==> src/rtl/tt_pkg.sv <==
// Shared types for the truth-table read-back blocks.
//   N_INPUTS_DEF / TT_W : default function arity and matching table width
//   SETTLE_W            : width of the settle counter (SETTLE_CYCLES 0..15)
//   tte_state_t         : extractor FSM states
//   truth_table_t       : full table for the default arity
package tt_pkg;
  localparam int N_INPUTS_DEF = 7;
  localparam int TT_W         = 2**N_INPUTS_DEF;
  localparam int SETTLE_W     = 4;

  typedef enum logic [1:0] {IDLE, SETTLE, SAMPLE, DONE} tte_state_t;
  typedef logic [TT_W-1:0] truth_table_t;
endpackage

==> src/rtl/tt_settle_counter.sv <==
// Loadable down-counter that flags zero; paces how long x is held before f
// is sampled.
//   clk, rst_n  : clock, async active-low reset (count clears to 0)
//   load_i      : load load_val_i (wins over dec_i)
//   load_val_i  : value to load
//   dec_i       : decrement by one; saturates at zero
//   zero_o      : count is zero
module tt_settle_counter
  import tt_pkg::*;
#(
  parameter int W = SETTLE_W
) (
  input  logic         clk,
  input  logic         rst_n,
  input  logic         load_i,
  input  logic [W-1:0] load_val_i,
  input  logic         dec_i,
  output logic         zero_o
);
  logic [W-1:0] cnt_q, cnt_d;

  always_comb begin
    cnt_d = cnt_q;
    if (load_i)                    cnt_d = load_val_i;
    else if (dec_i && cnt_q != '0) cnt_d = cnt_q - 1'b1;
  end

  always_ff @(posedge clk or negedge rst_n) begin
    if (!rst_n) cnt_q <= '0;
    else        cnt_q <= cnt_d;
  end

  assign zero_o = (cnt_q == '0);
endmodule

==> src/rtl/truth_table_extractor.sv <==
// Sweeps every input vector into an external combinational function, samples
// its 1-bit output and assembles the truth table tt[i] = f(x = i). The result
// is offered on a valid/ready port.
//   clk, rst_n : clock, async active-low reset
//   start      : 1-cycle sweep request, accepted only while busy=0
//   x          : registered vector driven to the function under test
//   f          : function output, combinational from x
//   busy       : accepted start until result handshake completes
//   tt_valid   : table available (held until tt_ready)
//   tt_ready   : consumer accept
//   tt         : assembled table
// Each vector costs SETTLE_CYCLES+1 cycles (SETTLE_CYCLES in 0..15).
module truth_table_extractor
  import tt_pkg::*;
#(
  parameter int N_INPUTS      = N_INPUTS_DEF,
  parameter int SETTLE_CYCLES = 1
) (
  input  logic                   clk,
  input  logic                   rst_n,
  input  logic                   start,
  output logic [N_INPUTS-1:0]    x,
  input  logic                   f,
  output logic                   busy,
  output logic                   tt_valid,
  input  logic                   tt_ready,
  output logic [2**N_INPUTS-1:0] tt
);
  localparam int TTW = 2**N_INPUTS;
  // Counter is loaded on entry to SETTLE and SAMPLE follows the cycle it
  // reads zero, so loading N-1 gives exactly N settle cycles.
  localparam logic [SETTLE_W-1:0] SETTLE_LOAD =
    SETTLE_W'((SETTLE_CYCLES == 0) ? 0 : SETTLE_CYCLES - 1);
  localparam tte_state_t NEXT_VEC_ST = (SETTLE_CYCLES == 0) ? SAMPLE : SETTLE;
  localparam logic [N_INPUTS-1:0] X_LAST = '1;

  tte_state_t          state_q, state_d;
  // x doubles as the table index: both advance together and never differ.
  logic [N_INPUTS-1:0] x_q, x_d;
  logic                busy_q, busy_d;
  logic                valid_q, valid_d;
  logic [TTW-1:0]      tt_q, tt_d;
  logic                cnt_load, cnt_dec, cnt_zero;

  tt_settle_counter #(.W(SETTLE_W)) u_settle (
    .clk        (clk),
    .rst_n      (rst_n),
    .load_i     (cnt_load),
    .load_val_i (SETTLE_LOAD),
    .dec_i      (cnt_dec),
    .zero_o     (cnt_zero)
  );

  always_comb begin
    state_d  = state_q;
    x_d      = x_q;
    busy_d   = busy_q;
    valid_d  = valid_q;
    tt_d     = tt_q;
    cnt_load = 1'b0;
    cnt_dec  = 1'b0;
    case (state_q)
      IDLE: begin
        // tt is deliberately not cleared: every bit is rewritten by the sweep.
        if (start) begin
          x_d      = '0;
          busy_d   = 1'b1;
          cnt_load = 1'b1;
          state_d  = NEXT_VEC_ST;
        end
      end
      SETTLE: begin
        if (cnt_zero) state_d = SAMPLE;
        else          cnt_dec = 1'b1;
      end
      SAMPLE: begin
        tt_d[x_q] = f;
        if (x_q == X_LAST) begin
          // x stays all-ones after the sweep until the next start.
          valid_d = 1'b1;
          state_d = DONE;
        end else begin
          x_d      = x_q + 1'b1;
          cnt_load = 1'b1;
          state_d  = NEXT_VEC_ST;
        end
      end
      DONE: begin
        // start is ignored here even when it coincides with the handshake.
        if (tt_ready) begin
          valid_d = 1'b0;
          busy_d  = 1'b0;
          state_d = IDLE;
        end
      end
      default: state_d = IDLE;
    endcase
  end

  always_ff @(posedge clk or negedge rst_n) begin
    if (!rst_n) begin
      state_q <= IDLE;
      x_q     <= '0;
      busy_q  <= 1'b0;
      valid_q <= 1'b0;
      tt_q    <= '0;
    end else begin
      state_q <= state_d;
      x_q     <= x_d;
      busy_q  <= busy_d;
      valid_q <= valid_d;
      tt_q    <= tt_d;
    end
  end

  assign x        = x_q;
  assign busy     = busy_q;
  assign tt_valid = valid_q;
  assign tt       = tt_q;

`ifndef SYNTHESIS
  // An unknown f would silently poison the table; catch it in simulation.
  a_f_known: assert property (@(posedge clk) disable iff (!rst_n)
                              (state_q == SAMPLE) |-> !$isunknown(f));
`endif
endmodule

==> config.mk <==
export PLATFORM = sky130hd
export DESIGN_NAME = truth_table_extractor
export DESIGN_NICKNAME = d
export VERILOG_FILES = /design/src/rtl/tt_pkg.sv /design/src/rtl/tt_settle_counter.sv /design/src/rtl/truth_table_extractor.sv
export SDC_FILE = /design/constraint.sdc
export NUM_CORES = 1
export LEC_CHECK = 0
export CORE_MARGIN = 2
export CORE_UTILIZATION = 50
export DETAILED_ROUTE_END_ITERATION = 16
export PLACE_DENSITY = 0.79
export SYNTH_ARGS = -nofsm -noshare
export SYNTH_HDL_FRONTEND = slang
export SYNTH_HIERARCHICAL = 1
export SYNTH_SLANG_ARGS = --single-unit
==> constraint.sdc <==
create_clock -name clk -period 4.9 [get_ports clk]
set_input_delay 0.98 -clock clk [delete_from_list [all_inputs] [get_ports clk]]
set_output_delay 0.98 -clock clk [all_outputs]
set_load 0.05 [all_outputs]
### Word level (Yosys, flattened, before mapping)

Index checks and enable logic that the tools add are counted.

| storage, ports and cells | value |
|---|---|
| register bits after elaboration | 143 |
| input bits | 5 |
| output and inout port bits | 137 |
| word-level logic and storage cells | 55 |

| cells by class | value |
|---|---|
| $add $sub $neg | 2 |
| $lt $le $gt $ge | 2 |
| equal/unequal tests | 9 |
| mux-type cells | 23 |
| reductions and logical operators | 13 |

Operator list:

| kind | count |
|---|---|
| bitwise mux 128 bit | 1 |
| two-way mux 7 bit | 2 |
| one-hot mux 7 bit (2 select lines) | 1 |
| AND reduction 3 bit | 4 |
| != test 2 bit, second input constant | 5 |
| < comparator 7 x 8 -> 1 bit, second input constant | 1 |
| two-way mux 1 bit | 8 |
| two-way mux 2 bit | 4 |
| two-way mux 4 bit | 2 |
| one-hot mux 2 bit (4 select lines) | 1 |
| nonzero test 2 bit | 4 |
| adder 7 x 1 -> 7 bit, second input constant | 1 |
| demux 1 bit (select 7 bit) | 1 |
| equality test 7 bit, second input constant | 1 |
| greater-or-equal comparator 7 x 1 -> 1 bit, second input constant | 1 |
| one-hot mux 1 bit (2 select lines) | 3 |
| equality test 2 bit, second input constant | 2 |
| logical NOT 4 bit | 1 |
| nonzero test 4 bit | 1 |
| subtractor 4 x 1 -> 4 bit, second input constant | 1 |
| equality test 2 x 1 -> 1 bit, second input constant | 1 |
| logical AND 1 bit | 2 |
| logical NOT 2 bit | 1 |

### Logic depth before layout (Yosys ltp)

Gate-level depths: netlist of run 1.

| logic depth | value |
|---|---|
| depth after elaboration | 6 |
| depth in mapped cells | 7 |

### Modules after synthesis

Netlist of run 1, hierarchy kept.

Modules (own cells, without submodules):

| module | times used | cells an instance | area each (um2) | seq. area each (um2) |
|---|---|---|---|---|
| truth_table_extractor | 1 | 538 | 6428.7 | 3478.3 |
| tt_settle_counter | 1 | 27 | 270.3 | 100.1 |

### Worst setup path before layout of run 1

Ideal clock, no wire load.

| timing | value |
|---|---|
| path type | register -> register |
| from | register x_q[0] (netlist: x[0]) |
| to | register u_settle.cnt_q[1] |
| arrival time | 2.308 ns |
| required time | 4.820 ns |
| path slack | 2.512 ns |
| cell stages (with the launch flop) | 8 |
| path buffers | 1 |
| period minus slack after synthesis | 2.388 ns |
| cell sequence | dfrtp_1 > ha_1 > and3_1 > a41o_1 > inv_1 > buf_6 > or4_1 > o211ai_2 |

| on the way | value |
|---|---|
| cells in the longest elaborated chain, start to end | 4 |
| elaborated cells on any way between the ends | 5 |
| classes of those cells | 1 x eq/ne; 3 x mux; 1 x reduce/logical |

Ends and longest elaborated chain:

| item | RTL line | text |
|---|---|---|
| start: declaration | truth_table_extractor.sv:39 | `logic [N_INPUTS-1:0] x_q, x_d;` |
| start signal: assignment | truth_table_extractor.sv:103 | `x_q <= '0;` |
| start signal: assignment | truth_table_extractor.sv:109 | `x_q <= x_d;` |
| equality test 7 bit * | truth_table_extractor.sv:78 | `if (x_q == X_LAST) begin` |
| two-way mux 1 bit * | truth_table_extractor.sv:78 |  |
| one-hot mux 1 bit (2 select lines) * | truth_table_extractor.sv:62 | `case (state_q)` |
| net cnt_load | truth_table_extractor.sv:43 | `logic cnt_load, cnt_dec, cnt_zero;` |
| two-way mux 4 bit / nonzero test 2 bit (equally long branches) | - |  |
| end signal: assignment | tt_settle_counter.sv:30 | `else cnt_q <= cnt_d;` |
| end: declaration | tt_settle_counter.sv:20 | `logic [W-1:0] cnt_q, cnt_d;` |

Mark *: on every way through the listed nets, which the timed path passes. The rest lies on a longest branch.
A chain may end at the register's enable or synchronous reset.

### Worst setup path in the final report of run 1

| timing | value |
|---|---|
| from | register x_q[4] (netlist: x[4]) |
| to | output x[4] |

RTL lines:

| item | RTL line | text |
|---|---|---|
| end: declaration | truth_table_extractor.sv:22 | `output logic [N_INPUTS-1:0] x,` |

No word-level cell between the ends.

==> flow_summary.json, run 1 <==
{
  "crit_fanout": 17,
  "clkLatencyLatePin_ps": 430,
  "fin_area_um2": 8800,
  "ant_nets": 0,
  "drive_above_1_share": 0.273,
  "min-delay-start": "tt[44]",
  "final_cell_mix": "143 x dfrtp_1, 139 x clkdlybuf4s50_1, 108 x mux2_2, 84 x nand2_1, 72 x nor2_1",
  "tightest_slew_ps": 1100,
  "setup_tns_ps": 0,
  "synthCells": 565,
  "fillCellCount": 949,
  "clock_path_buffers": 2,
  "dpl_cell_area_um2": 8080,
  "hold_ws_ps": 491,
  "final_common_cell": "dfrtp_1",
  "crit_required_ps": 3920,
  "worstHoldPathType": "reg2reg",
  "viasPerCell": 5.40,
  "path_buf_inv": 1,
  "worstReg2RegEnd": "tt[95]",
  "antenna_found_initial": 0,
  "gp_congestion": 0.874,
  "start_util": 0.510,
  "grt-ovfl-total": 0,
  "std_cell_rows": 42,
  "cp-start-kind": "flip-flop",
  "critical-path-top-delay-family": "buffers and inverters",
  "worstPathArrival_ps": 2080,
  "port-buffer-count": 141,
  "worstSetupPathType": "reg2out",
  "ios": 142,
  "cp_cell_sequence": "clkdlybuf4s50_1",
  "holdPathEnd": "tt[44]",
  "synthFlopType": "dfrtp_1",
  "fp.coreArea_um2": 13100,
  "synthToLayoutAreaGrowth_pct": 31.3,
  "synth_edf_count": 0,
  "vdd_ir_drop_max_uv": 240,
  "holdPathStages": 1,
  "worst-path-stages": 1,
  "fin_skew_ps": 5.79,
  "outcome": "finished, final reports clean",
  "ys_seq_area_frac": 0.534,
  "finalCriticalPeriod_ps": 3060,
  "dp.cells": 851,
  "fmax_ghz": 0.327,
  "r2r-start": "state_q[1]",
  "num_vias": 4764,
  "grt_pass1_wl_mm": 25.8,
  "maxSlewHeadroom": 0.267,
  "drv_cap": 0,
  "leakage_nw": 3.80,
  "syn_area_per_cell_um2": 11.9,
  "nets": 701,
  "cp_slowest_cell": "clkdlybuf4s50_1",
  "powerDensity_nw_per_um2": 438,
  "die-area_um2": 14300,
  "hold_buffers": 0,
  "end_kind": "output pin",
  "die_h_um": 120,
  "finalCritPeriodShare": 0.624,
  "r2r_setup_slack_ps": 2510,
  "grt_max_degree": 129,
  "grt_pass1_vias": 4731,
  "wl_per_cell_um": 18.4,
  "cts-resized-gates": 0,
  "drt_iter0_markers": 465,
  "drc_errors": 0,
  "power.total_mw": 3.85,
  "die_w_um": 120,
  "clock-root-buffer": "clkbuf_16",
  "antenna_cells": 0,
  "cpPeakStageDelay_ps": 950,
  "drt_wl_total_mm": 16.2,
  "clock_sinks": 143,
  "syn_area_um2": 6700,
  "setup_viol": 0,
  "post_cts_buffers": 0,
  "cts_tree": "built",
  "async_reset_ff_frac": 1.00,
  "yosys_register_bits": 143,
  "synth.distinct_cells": 56,
  "post-dp-hpwl_mm": 10.6,
  "rsz0062_at_grt": "false",
  "clk_pin_slew_worst_paths_ps": 60,
  "h-tree-depth": 4,
  "dr.pass1.iters": 5,
  "slew_viol_final": 0,
  "hold_violations": 0,
  "ys.warnings.count": 6,
  "cts_buffers": 17,
  "grtUsageTotal": 0.234,
  "final-instance-count-excl-fill": 883,
  "rr_worst_depth": 4
}
-- layer usage --
metal / GRT usage / wire length (µm)
met1: 0.315 / 7040
met2: 0.360 / 7790
met3: 0.0703 / 1060
met4: 0.0875 / 315
met5: 0 / 0
-- kinds of logic after synthesis --
| group | count (synthesis) | synth area share |
|---|---|---|
| AOI/OAI and AO/OA | 30 | 0.0284 |
| adders and majority gates | 2 | 0.00373 |
| buffers and inverters | 40 | 0.0430 |
| DFF | 143 | 0.534 |
| muxes | 129 | 0.227 |
| other | 1 | 0.000560 |
| and+or+nand+nor | 220 | 0.163 |
-- Yosys cell counts (2+ instances only) --
master | n | area (µm²)
dfrtp_1 | 143 | 3580
mux2_2 | 108 | 1220
nand2_1 | 84 | 315
nor2_1 | 72 | 270
mux2_4 | 19 | 285
clkbuf_1 | 16 | 60.1
o21ai_0 | 13 | 65.1
nand2_2 | 10 | 62.6
nor3_1 | 8 | 40.0
a21oi_1 | 7 | 35.0
buf_2 | 5 | 25.0
inv_1 | 5 | 18.8
buf_6 | 4 | 45.0
clkbuf_8 | 4 | 55.1
nand4_1 | 4 | 25.0
nor2b_1 | 4 | 25.0
and3b_2 | 3 | 30.0
buf_4 | 3 | 22.5
nand2b_1 | 3 | 18.8
nor3_2 | 3 | 30.0
nor4_1 | 3 | 18.8
or3b_4 | 3 | 33.8
and2_1 | 2 | 12.5
ha_1 | 2 | 25.0
mux2_1 | 2 | 22.5
nand3_1 | 2 | 10.0
nor2_4 | 2 | 22.5
nor3b_1 | 2 | 15.0
or2b_4 | 2 | 22.5
-- registers in the layout, summed over array words and instances (netlist names) --
name and cells:
tt 128, x 7, u_settle/cnt_q 4, state_q 2, busy 1, tt_valid 1
-- final cells by class --
type                            instances  area [µm²]  share of cell area
Tap cell                              176         220              0.0250
Sequential cell                       143        3580               0.407
Timing Repair Buffer                  142        1420               0.161
Inverter                                5        18.8             0.00213
Multi-Input combinational cell        385        2840               0.323
Clock buffer                           20         457              0.0519
Clock inverter                         12         260              0.0296
-- how the worst max path moves through the flow --
stage | startpoint | to
after floorplan | x[0] | u_settle/cnt_q[1]
after global placement | start | u_settle/cnt_q[1]
after detailed placement | start | u_settle/cnt_q[1]
after CTS | x[4] | x[4]
after global routing | x[4] | x[4]
final | x[4] | x[4]
-- power breakdown --
part	switching (mW)	internal (mW)	leakage, nW
clock	0.487	1.08	0.354
combinational	0.559	0.318	1.62
sequential	0.116	1.29	1.82
total	1.16	2.69	3.80
-- stage by stage --
step,utilization,worst slack [ps]
6_report,0.670,1840
4_1_cts,0.670,1830
2_1_floorplan,-,2510
5_1_grt,0.670,1760
3_5_place_dp,0.615,2130
3_3_place_gp,0.615,2200
(Power assumes the default switching activity.)
==> inputs of run 2 (changes only) <==
--- a/config.mk
+++ b/config.mk
@@ -6,9 +6,9 @@
 export NUM_CORES = 1
 export LEC_CHECK = 0
 export CORE_MARGIN = 2
-export CORE_UTILIZATION = 50
+export CORE_UTILIZATION = 46
 export DETAILED_ROUTE_END_ITERATION = 16
-export PLACE_DENSITY = 0.79
+export PLACE_DENSITY = 0.76
 export SYNTH_ARGS = -nofsm -noshare
 export SYNTH_HDL_FRONTEND = slang
 export SYNTH_HIERARCHICAL = 1
==> constraint.sdc (replaced) <==
create_clock -name clk -period 2.45 [get_ports clk]
set_input_delay 0.49 -clock clk [delete_from_list [all_inputs] [get_ports clk]]
set_output_delay 0.49 -clock clk [all_outputs]
set_load 0.05 [all_outputs]
==> run 2 against run 1 <==
Sequential cell count is the same. Total power up 86%. Clock power up 64%. Register-to-register slack got worse by 2300 ps. Routed wire length rose by 1.6%. Count of clock-buffer cells in the layout up 2. Cell area increased by 0.16%. Critical path depth unchanged. Worst hold slack better by 5.4 ps. Die area grew 8.4%. Highest routed layer unchanged.
==> flow_summary.json, run 2 (synthesis results as in run 1) <==
{
  "std_cell_rows": 44,
  "setup_viol": 0,
  "finalCriticalPeriod_ps": 2370,
  "grt_pass1_wl_mm": 26.9,
  "vdd_ir_drop_max_uv": 510,
  "port-buffer-count": 141,
  "cpPeakStageDelay_ps": 910,
  "grt-ovfl-total": 0,
  "fmax_ghz": 0.423,
  "rr_worst_depth": 6,
  "die_w_um": 125,
  "setup_tns_ps": 0,
  "p_sw_mw": 2.33,
  "antenna_found_initial": 0,
  "gp_congestion": 0.806,
  "drt_wl_total_mm": 16.5,
  "timing.final.ws_setup_ps": 83.7,
  "dr.pass1.iters": 4,
  "antenna_cells": 0,
  "powerDensity_nw_per_um2": 813,
  "r2r_setup_slack_ps": 170,
  "grt_max_degree": 79,
  "crit_fanout": 13,
  "ant_nets": 0,
  "holdPathStages": 1,
  "fin_skew_ps": 7.42,
  "hold_violations": 0,
  "final_cell_mix": "142 x dfrtp_1, 136 x clkdlybuf4s50_1, 108 x mux2_2, 84 x nand2_1, 72 x nor2_1",
  "post-dp-hpwl_mm": 11.3,
  "drt_iter0_markers": 434,
  "cp_slowest_cell": "clkdlybuf4s50_1",
  "grt_pass1_vias": 4990,
  "drive_above_1_share": 0.291,
  "viasPerCell": 5.29,
  "seqPwrFrac": 0.393,
  "cts_buffers": 17,
  "die-area_um2": 15500,
  "swShare": 0.325,
  "h-tree-depth": 4,
  "clkPwrFrac": 0.361,
  "fp.coreArea_um2": 14400,
  "clock-root-buffer": "clkbuf_16",
  "outcome": "finished, final reports clean",
  "clock_sinks": 143,
  "combPwrFrac": 0.246,
  "critical-path-top-delay-family": "buffers and inverters",
  "clkLatencyLatePin_ps": 420,
  "die_h_um": 125,
  "nets": 715,
  "tightest_slew_ps": 724,
  "power.internal_mw": 4.83,
  "grtUsageTotal": 0.220,
  "holdPathEnd": "tt[44]",
  "worstReg2RegEnd": "u_settle/cnt_q[1]",
  "crit_required_ps": 1960,
  "final-instance-count-excl-fill": 905,
  "final_common_cell": "dfrtp_1",
  "hold_ws_ps": 497,
  "maxSlewHeadroom": 0.517,
  "fillCellCount": 1117,
  "drv_cap": 0,
  "finalCritPeriodShare": 0.966,
  "cp_cell_sequence": "clkdlybuf4s50_1",
  "ios": 142,
  "cts_tree": "built",
  "rsz0062_at_grt": "false",
  "num_vias": 4789,
  "dp.cells": 872,
  "cp-start-kind": "flip-flop",
  "synthToLayoutAreaGrowth_pct": 31.5,
  "wl_per_cell_um": 18.2,
  "seq_area_um2": 3580,
  "clock_path_buffers": 2,
  "place_ws_ps": 195,
  "leakage_nw": 3.83,
  "worstHoldPathType": "reg2reg",
  "largest_register_ff_count": 128,
  "start_util": 0.466,
  "min-delay-start": "tt[44]",
  "drc_errors": 0,
  "worstPathArrival_ps": 1880,
  "power.total_mw": 7.16,
  "path_buf_inv": 1,
  "r2r-start": "x[0]",
  "multi_input_area_um2": 2840,
  "slew_viol_final": 0,
  "end_kind": "output pin",
  "worstSetupPathType": "reg2out",
  "clk_pin_slew_worst_paths_ps": 60
}
==> run 2: layout make-up <==
class | instances | area share
clock buffer | 22 | 0.0550
sequential | 143 | 0.406
multi-input combinational | 385 | 0.323
timing repair buffer | 156 | 0.175
tap | 184 | 0.0261
inverter | 5 | 0.00213
clock inverter | 10 | 0.0125
==> run 2: power groups by stage <==
stage                     clock (mW)  sequential (mW)  combinational, mW
final                           2.58             2.81               1.76
after global placement             0             2.83               1.71
after detailed placement           0             2.85               1.77
after floorplan                    0             3.38              0.674
after CTS                       2.63             2.81               1.78
after global routing            2.74             2.85               1.88
==> run 2: worst max path at each step <==
stage          start           endpoint  slack [ps]  cells past startpoint
6_report        x[2]               x[2]          80                      1
3_3_place_gp   start  u_settle/cnt_q[1]         230                      6
3_5_place_dp   start  u_settle/cnt_q[1]         190                      6
2_1_floorplan   x[0]  u_settle/cnt_q[1]          60                      7
5_1_grt         x[0]  u_settle/cnt_q[1]           7                      6
4_1_cts         x[2]               x[2]          70                      1
==> run 2: metrics by stage <==
| step | utilization | cell area, µm² |
|---|---|---|
| 2_1_floorplan | - | 6710 |
| 3_3_place_gp | 0.571 | 8200 |
| 3_5_place_dp | 0.571 | 8200 |
| 4_1_cts | 0.613 | 8810 |
| 5_1_grt | 0.613 | 8810 |
| 6_report | 0.613 | 8810 |
==> run 2: metal layers <==
layer / vias to the layer above / GRT usage / routed length [µm] / part of all wire
met1: 2415 / 0.284 / 7240 / 0.44
met5: - / 0 / 0 / 0
li1: 2204 / - / - / -
met4: 0 / 0.0886 / 408 / 0.025
met2: 138 / 0.352 / 7980 / 0.48
met3: 32 / 0.0614 / 833 / 0.051
==> run 2: repair_timing <==
item / 4_1_cts / 5_1_grt
endpoints found under the setup margin: 0 / 1
hold buffers: 1 / 0
gates resized for setup: 0 / 1
endpoints found under the hold margin: 39 / 0
setup buffers: 0 / 0
==> inputs of run 3 (changes only) <==
--- a/config.mk
+++ b/config.mk
@@ -7,8 +7,9 @@
 export LEC_CHECK = 0
 export CORE_MARGIN = 2
 export CORE_UTILIZATION = 46
+export CTS_CLUSTER_SIZE = 16
 export DETAILED_ROUTE_END_ITERATION = 16
-export PLACE_DENSITY = 0.76
+export PLACE_DENSITY = 0.85
 export SYNTH_ARGS = -nofsm -noshare
 export SYNTH_HDL_FRONTEND = slang
 export SYNTH_HIERARCHICAL = 1
==> run 3 against run 2 <==
Non-clock buffer count up 3. Critical path depth unchanged. Combinational power up 4%. Highest routed layer unchanged. Global-route usage up 0.29 points. Register-to-register slack better by 30 ps. Die area unchanged. Routed wire length up 1.3%. Clock skew about the same. Largest power group unchanged. Via count up 0.69%. Critical path type unchanged. Worst hold slack better by 4.0 ps. Maximum frequency up 1.0%.
==> flow_summary.json, run 3 (synthesis results as in run 1) <==
{
  "setup_viol": 0,
  "wl_per_cell_um": 18.4,
  "worstReg2RegEnd": "u_settle/cnt_q[1]",
  "leakage_nw": 3.85,
  "grtUsageTotal": 0.223,
  "tightest_slew_ps": 629,
  "slew_viol_final": 0,
  "final_cell_mix": "141 x dfrtp_1, 135 x clkdlybuf4s50_1, 108 x mux2_2, 84 x nand2_1, 72 x nor2_1",
  "setup_tns_ps": 0,
  "cts_buffers": 17,
  "drt_iter0_markers": 346,
  "die_w_um": 125,
  "viasPerCell": 5.31,
  "powerDensity_nw_per_um2": 826,
  "path_buf_inv": 1,
  "cp_slowest_cell": "clkdlybuf4s50_1",
  "crit_fanout": 13,
  "end_kind": "output pin",
  "antenna_found_initial": 0,
  "clock_sinks": 143,
  "drive_above_1_share": 0.298,
  "grt_pass1_wl_mm": 27.2,
  "cts_tree": "built",
  "gp_congestion": 0.812,
  "drt_wl_total_mm": 16.7,
  "ant_nets": 0,
  "vdd_ir_drop_max_uv": 498,
  "die_h_um": 125,
  "post-dp-hpwl_mm": 11.6,
  "port-buffer-count": 141,
  "dr.pass1.iters": 4,
  "fmax_ghz": 0.427,
  "clock_path_buffers": 2,
  "dp.cells": 875,
  "grt_max_degree": 72,
  "rr_worst_depth": 6,
  "std_cell_rows": 44,
  "num_vias": 4822,
  "die-area_um2": 15500,
  "clkLatencyLatePin_ps": 430,
  "holdPathStages": 1,
  "worstHoldPathType": "reg2reg",
  "r2r-start": "x[0]",
  "cp-start-kind": "flip-flop",
  "fillCellCount": 1103,
  "cpPeakStageDelay_ps": 890,
  "drc_errors": 0,
  "final-instance-count-excl-fill": 908,
  "rsz0062_at_grt": "false",
  "largest_register_ff_count": 128,
  "nets": 718,
  "critical-path-top-delay-family": "buffers and inverters",
  "maxSlewHeadroom": 0.577,
  "grt_pass1_vias": 5154,
  "drv_cap": 0,
  "post_cts_buffers": 0,
  "h-tree-depth": 4,
  "startpoint": "x[2]",
  "worstPathArrival_ps": 1850,
  "antenna_cells": 0,
  "fin_skew_ps": 7.20,
  "clock-root-buffer": "clkbuf_16",
  "worstSetupPathType": "reg2out",
  "ios": 142,
  "grt-ovfl-total": 0,
  "outcome": "finished, final reports clean",
  "r2r_setup_slack_ps": 200,
  "clk_pin_slew_worst_paths_ps": 60,
  "crit_required_ps": 1960,
  "final_common_cell": "dfrtp_1",
  "hold_violations": 0,
  "fp.coreArea_um2": 14400,
  "min-delay-start": "busy",
  "synthToLayoutAreaGrowth_pct": 32.3,
  "finalCriticalPeriod_ps": 2340,
  "holdPathEnd": "busy",
  "finalCritPeriodShare": 0.956,
  "start_util": 0.466,
  "cp_cell_sequence": "clkdlybuf4s50_1"
}
## run 3: per-stage QoR
step / cell area, µm² / worst slack [ps] / hold WS, ps / util / power [mW]
3_3_place_gp: 8220 / 246 / 434 / 0.572 / 4.55
5_1_grt: 8860 / 35.4 / 519 / 0.617 / 7.62
4_1_cts: 8860 / 80.8 / 503 / 0.617 / 7.36
2_1_floorplan: 6710 / 61.6 / 194 / - / 4.05
3_5_place_dp: 8220 / 174 / 445 / 0.572 / 4.64
6_report: 8860 / 107 / 501 / 0.617 / 7.32
## run 3: routing by layer
layer	routed length (µm)	vias to the layer above	track usage
met5	0	-	0
li1	-	2203	-
met3	893	24	0.0614
met4	290	0	0.0846
met2	8500	153	0.368
met1	6990	2442	0.280
## run 3: area by class of cell
cell class	count	area [µm²]	share of cell area
Clock buffer	22	494	0.0558
Tap cell	184	230	0.0260
Clock inverter	10	133	0.0150
Sequential cell	143	3580	0.404
Timing Repair Buffer	159	1560	0.176
Inverter	5	18.8	0.00212
Multi-Input combinational cell	385	2840	0.321
## run 3: how the worst max path moves through the flow
| stage | endpoint | cells after the start |
|---|---|---|
| after global placement | u_settle/cnt_q[1] | 6 |
| after floorplan | u_settle/cnt_q[1] | 7 |
| after global routing | x[2] | 1 |
| after CTS | x[2] | 1 |
| after detailed placement | u_settle/cnt_q[1] | 6 |
| final | x[2] | 1 |
## run 3: worst register-to-register path: stages, from the launching register on
cell      delay [ps]
dfrtp_2          460
ha_1             230
and3_1           250
a41o_1           320
inv_1            200
or4_1            600
o211ai_2         100
## run 3: where the power goes
group          internal (mW)  leakage (nW)  switching [mW]
Clock                   1.73         0.304           0.981
Sequential              2.59          1.82           0.193
Combinational          0.664          1.73            1.17
## run 3: timing repair
| action | 4_1_cts | 5_1_grt |
|---|---|---|
| hold buffers | 1 | 0 |
| resized for setup | 0 | 2 |
| endpoints found under the hold margin | 2 | 0 |
| setup endpoints to repair | 0 | 1 |
==> RTL change 1, RTL diff (config.mk and constraints of run 3) <==
Encoding of `tte_state_t`: now one-hot (4 bits for 4 states).
--- a/src/rtl/tt_pkg.sv
+++ b/src/rtl/tt_pkg.sv
@@ -10,3 +10,3 @@
 
-  typedef enum logic [1:0] {IDLE, SETTLE, SAMPLE, DONE} tte_state_t;
+  typedef enum logic [3:0] {IDLE = 4'b0001, SETTLE = 4'b0010, SAMPLE = 4'b0100, DONE = 4'b1000} tte_state_t;
   typedef logic [TT_W-1:0] truth_table_t;
Check against the original RTL: no difference found for any inputs over 10 cycles, from zero or initial values and one cycle with rst_n low; not proved beyond that.
==> RTL change 1 against run 3 <==
Worst hold slack lost 0.46 ns; setup slack lost 0.070 ns; total power shrank 8.2%; largest power group is now clock; synthesized cell count grew 3.2%; global-route usage grew 0.56 points; wire length shrank 0.25%; sequential cell count grew 2; combinational power shrank 33%; highest routed layer unchanged; area after synthesis shrank 0.95%; cell area is essentially flat; core utilization grew 1.7 points.
==> RTL change 1: results (changes against run 3) <==
Post-DP HPWL 11.5 mm (was 11.6 mm); met1 usage 28.4% (was 28.0%); reg2reg end tt[51] (was u_settle/cnt_q[1]); antenna viol nets, final 0 (unchanged); combinational power 1230 uW (was 1830 uW); outcome complete, no violations (unchanged); layout cells sized above 1 23.1% (was 29.8%); peak supply drop 0.000637 V (was 0.000498 V); largest cells by area after synthesis dfrtp_1, mux2_2, nand2_1, mux2_1, nor2_1 (was dfrtp_1, mux2_2, nand2_1, mux2_4, nor2_1); invs w/o clock 7 (was 5); largest net degree at the start of global routing 77 (was 72); final hold slack 0.0393 ns (was 0.501 ns); vias in the first global route 5142 (was 5154); RR Startpoint state_q[3] (was x[0]); number of library cell types mapped by synthesis 48 (was 56); Seq. pwr 2690 uW (was 2780 uW); Setup WS pre-CTS 0.222 ns (was 0.174 ns); Buffers excl. clock 163 (was 159); FF-to-FF path depth 4 (was 6); DRT iter0 DRCs 314 (was 346); measured slew at the worst slew-check pin 0.836 ns (was 0.629 ns); GR Util met3 7.37% (was 6.14%); Tmin final 2.41 ns (was 2.34 ns); die width 124 um (was 125 um); #MultiIn Comb 393 (was 385); Pre-antenna DRT Iters 5 (was 4); commonest cells in the netlist dfrtp_1, mux2_2, nand2_1 (unchanged); hold crit path type in2async (was reg2reg); WL per Instance 18.1 um (was 18.4 um); PD cells 758 nW/um^2 (was 826 nW/um^2); Global Route Usage Sum 22.8% (was 22.3%); Placed Cells incl. Taps 888 (was 875); Crit. Startpoint x[2] (unchanged); buffering overhead 17.9% (was 17.6%); skew final 0.00778 ns (was 0.00720 ns); combinational share of power 18.2% (was 25.0%); Seq/Total Area, Yosys 54.7% (was 53.4%); P_int 4770 uW (was 4980 uW); Via density 5.37 (was 5.31); RD Place Congestion 0.781 (was 0.812); met2 usage 37.8% (was 36.8%); first-pass GRT wire length 26.9 mm (was 27.2 mm); fill cell count 1084 (was 1103); # nets final 734 (was 718); post-synthesis instance total 583 (was 565); Leakage Power 0.00372 uW (was 0.00385 uW); footprint of the multi-input gates 2760 sq um (was 2840 sq um); dpl cell area 8230 sq um (was 8220 sq um)
## RTL change 1: changes by cell type after synthesis, sizes merged, moves of 3 or more
| cell | before | now |
|---|---|---|
| nor3b | 3 | 7 |
| nand3 | 2 | 9 |
| buf | 13 | 18 |
| or2 | 0 | 3 |
| nand3b | 0 | 3 |
| nor2 | 76 | 65 |
| clkbuf | 20 | 23 |
| and3b | 3 | 0 |
| nor4b | 1 | 5 |
## RTL change 1: cells by family (layout without fill, tap and decap cells)
group	Yosys count	in the layout	synth area share (%)
adders and majority gates	2	2	0.377
other	1	4	0.0565
buffers and inverters	48	201	4.00
AOI/OAI and AO/OA	33	33	3.15
and+or+nand+nor	225	225	15.8
muxes	129	129	21.9
DFF	145	145	54.7
## RTL change 1: routing by layer
layer	part of all wire [%]	routed length, um
met1	42	6970
met2	50	8240
met4	2.0	331
met5	0	0
met3	6.6	1100
==> RTL change 2, RTL diff (flow settings as in run 3) <==
Made on the original files. Change the package constant `SETTLE_W` from 4 to 6.
--- a/src/rtl/tt_pkg.sv
+++ b/src/rtl/tt_pkg.sv
@@ -8,3 +8,3 @@
   localparam int TT_W         = 2**N_INPUTS_DEF;
-  localparam int SETTLE_W     = 4;
+  localparam int SETTLE_W     = 6;
 
Behaviour: same outputs for any inputs over 4 cycles, from zero or initial values and one cycle with rst_n low; that may be too few to reach the edited logic, so the function may still have changed.
==> RTL change 2 against run 3 <==
Total power fell by 3.7%; cell area up 0.85%; clock power is 6% lower; sequential cell count grew 2; global-route usage up 0.19 points; wire length rose by 2.4%; die area up 1.8%; critical endpoint unchanged; setup slack lost 0.010 ns; area after synthesis grew 1.9%; largest cell class unchanged; core utilization shrank 0.18 points.
==> RTL change 2: results (changes against run 3) <==
RD Place Congestion 0.831 (was 0.812); met1 WL 7.28 mm (was 6.99 mm); Mean Syn Cell Area 11.7 sq um (was 11.9 sq um); met3 routed WL 849 um (was 893 um); max reg flops 128 (unchanged); sequential cell area 3630 sq um (was 3580 sq um); H-tree Lvls 4 (unchanged); Seq/Total Area, Yosys 53.2% (was 53.4%); initial antenna violation count 0 (unchanged); skew final 0.0188 ns (was 0.00720 ns); hold crit path type in2async (was reg2reg); first-pass GRT wire length 28.1 mm (was 27.2 mm); GR Util met3 5.95% (was 6.14%); Finished Layout Cells 923 (was 908); outcome complete, no violations (unchanged); peak supply drop 0.000471 V (was 0.000498 V); Leakage Power 0.00388 uW (was 0.00385 uW); overall power 7060 uW (was 7320 uW); DRT iter0 DRCs 342 (was 346); # nets final 735 (was 718); Reg power frac 40.3% (was 38.0%); Global Route Usage Sum 22.5% (was 22.3%); commonest cells in the netlist dfrtp_1, mux2_2, nand2_1 (unchanged); number of library cell types mapped by synthesis 58 (was 56); met2 usage 37.0% (was 36.8%); area leader, netlist dfrtp_1 (unchanged); routed vias 4956 (was 4822); fill cell count 1136 (was 1103); met2 WL 8.55 mm (was 8.50 mm); vias in the first global route 5267 (was 5154); Setup WS pre-CTS 0.0926 ns (was 0.174 ns); Post-DP HPWL 11.8 mm (was 11.6 mm); layout cells sized above 1 28.8% (was 29.8%); final hold slack 0.0123 ns (was 0.501 ns); Placed Cells incl. Taps 892 (was 875); dpl cell area 8340 sq um (was 8220 sq um); largest cells by area after synthesis dfrtp_1, mux2_2, nand2_1, mux2_4, nor2_1 (unchanged); reg2reg end u_settle/cnt_q[3] (was u_settle/cnt_q[1]); Switching Fraction 32.0% (about the same); Tmin final 2.35 ns (was 2.34 ns); largest net degree at the start of global routing 91 (was 72); routed wire length 17.1 mm (was 16.7 mm); FF-to-FF setup slack 0.13 ns (was 0.20 ns); met1 usage 28.5% (was 28.0%); combinational power 1650 uW (was 1830 uW); measured slew at the worst slew-check pin 0.788 ns (was 0.629 ns)
[RTL change 2: changes by cell type after synthesis, sizes merged, moves of 2 or more]
cell / before / now
dfrtp: 143 / 145
or4: 1 / 3
a31oi: 0 / 2
nor3: 11 / 9
o31ai: 1 / 3
or3b: 3 / 6
nor2: 76 / 79
o2111ai: 0 / 2
[RTL change 2: kinds of logic after synthesis]
| family | Yosys count | share of synthesized area [%] |
|---|---|---|
| buf+inv | 42 | 4.24 |
| compound gates | 37 | 3.47 |
| flops | 145 | 53.2 |
| simple gates | 225 | 16.2 |
| other cells | 1 | 0.0550 |
| mux | 129 | 22.3 |
| fa+ha+maj | 3 | 0.550 |
[RTL change 2: layout make-up]
cell class,instances,share of cell area (%)
multi-input combinational,400,32.8
sequential,145,40.6
clock inverter,10,1.22
timing repair buffer,157,17.1
clock buffer,21,5.38
inverter,6,0.252
tap,184,2.58
[RTL change 2: what timing repair did]
item / in CTS / in global routing
endpoints found under the setup margin: 0 / 2
gates resized for setup: 0 / 1
buffers inserted: 0 / 0
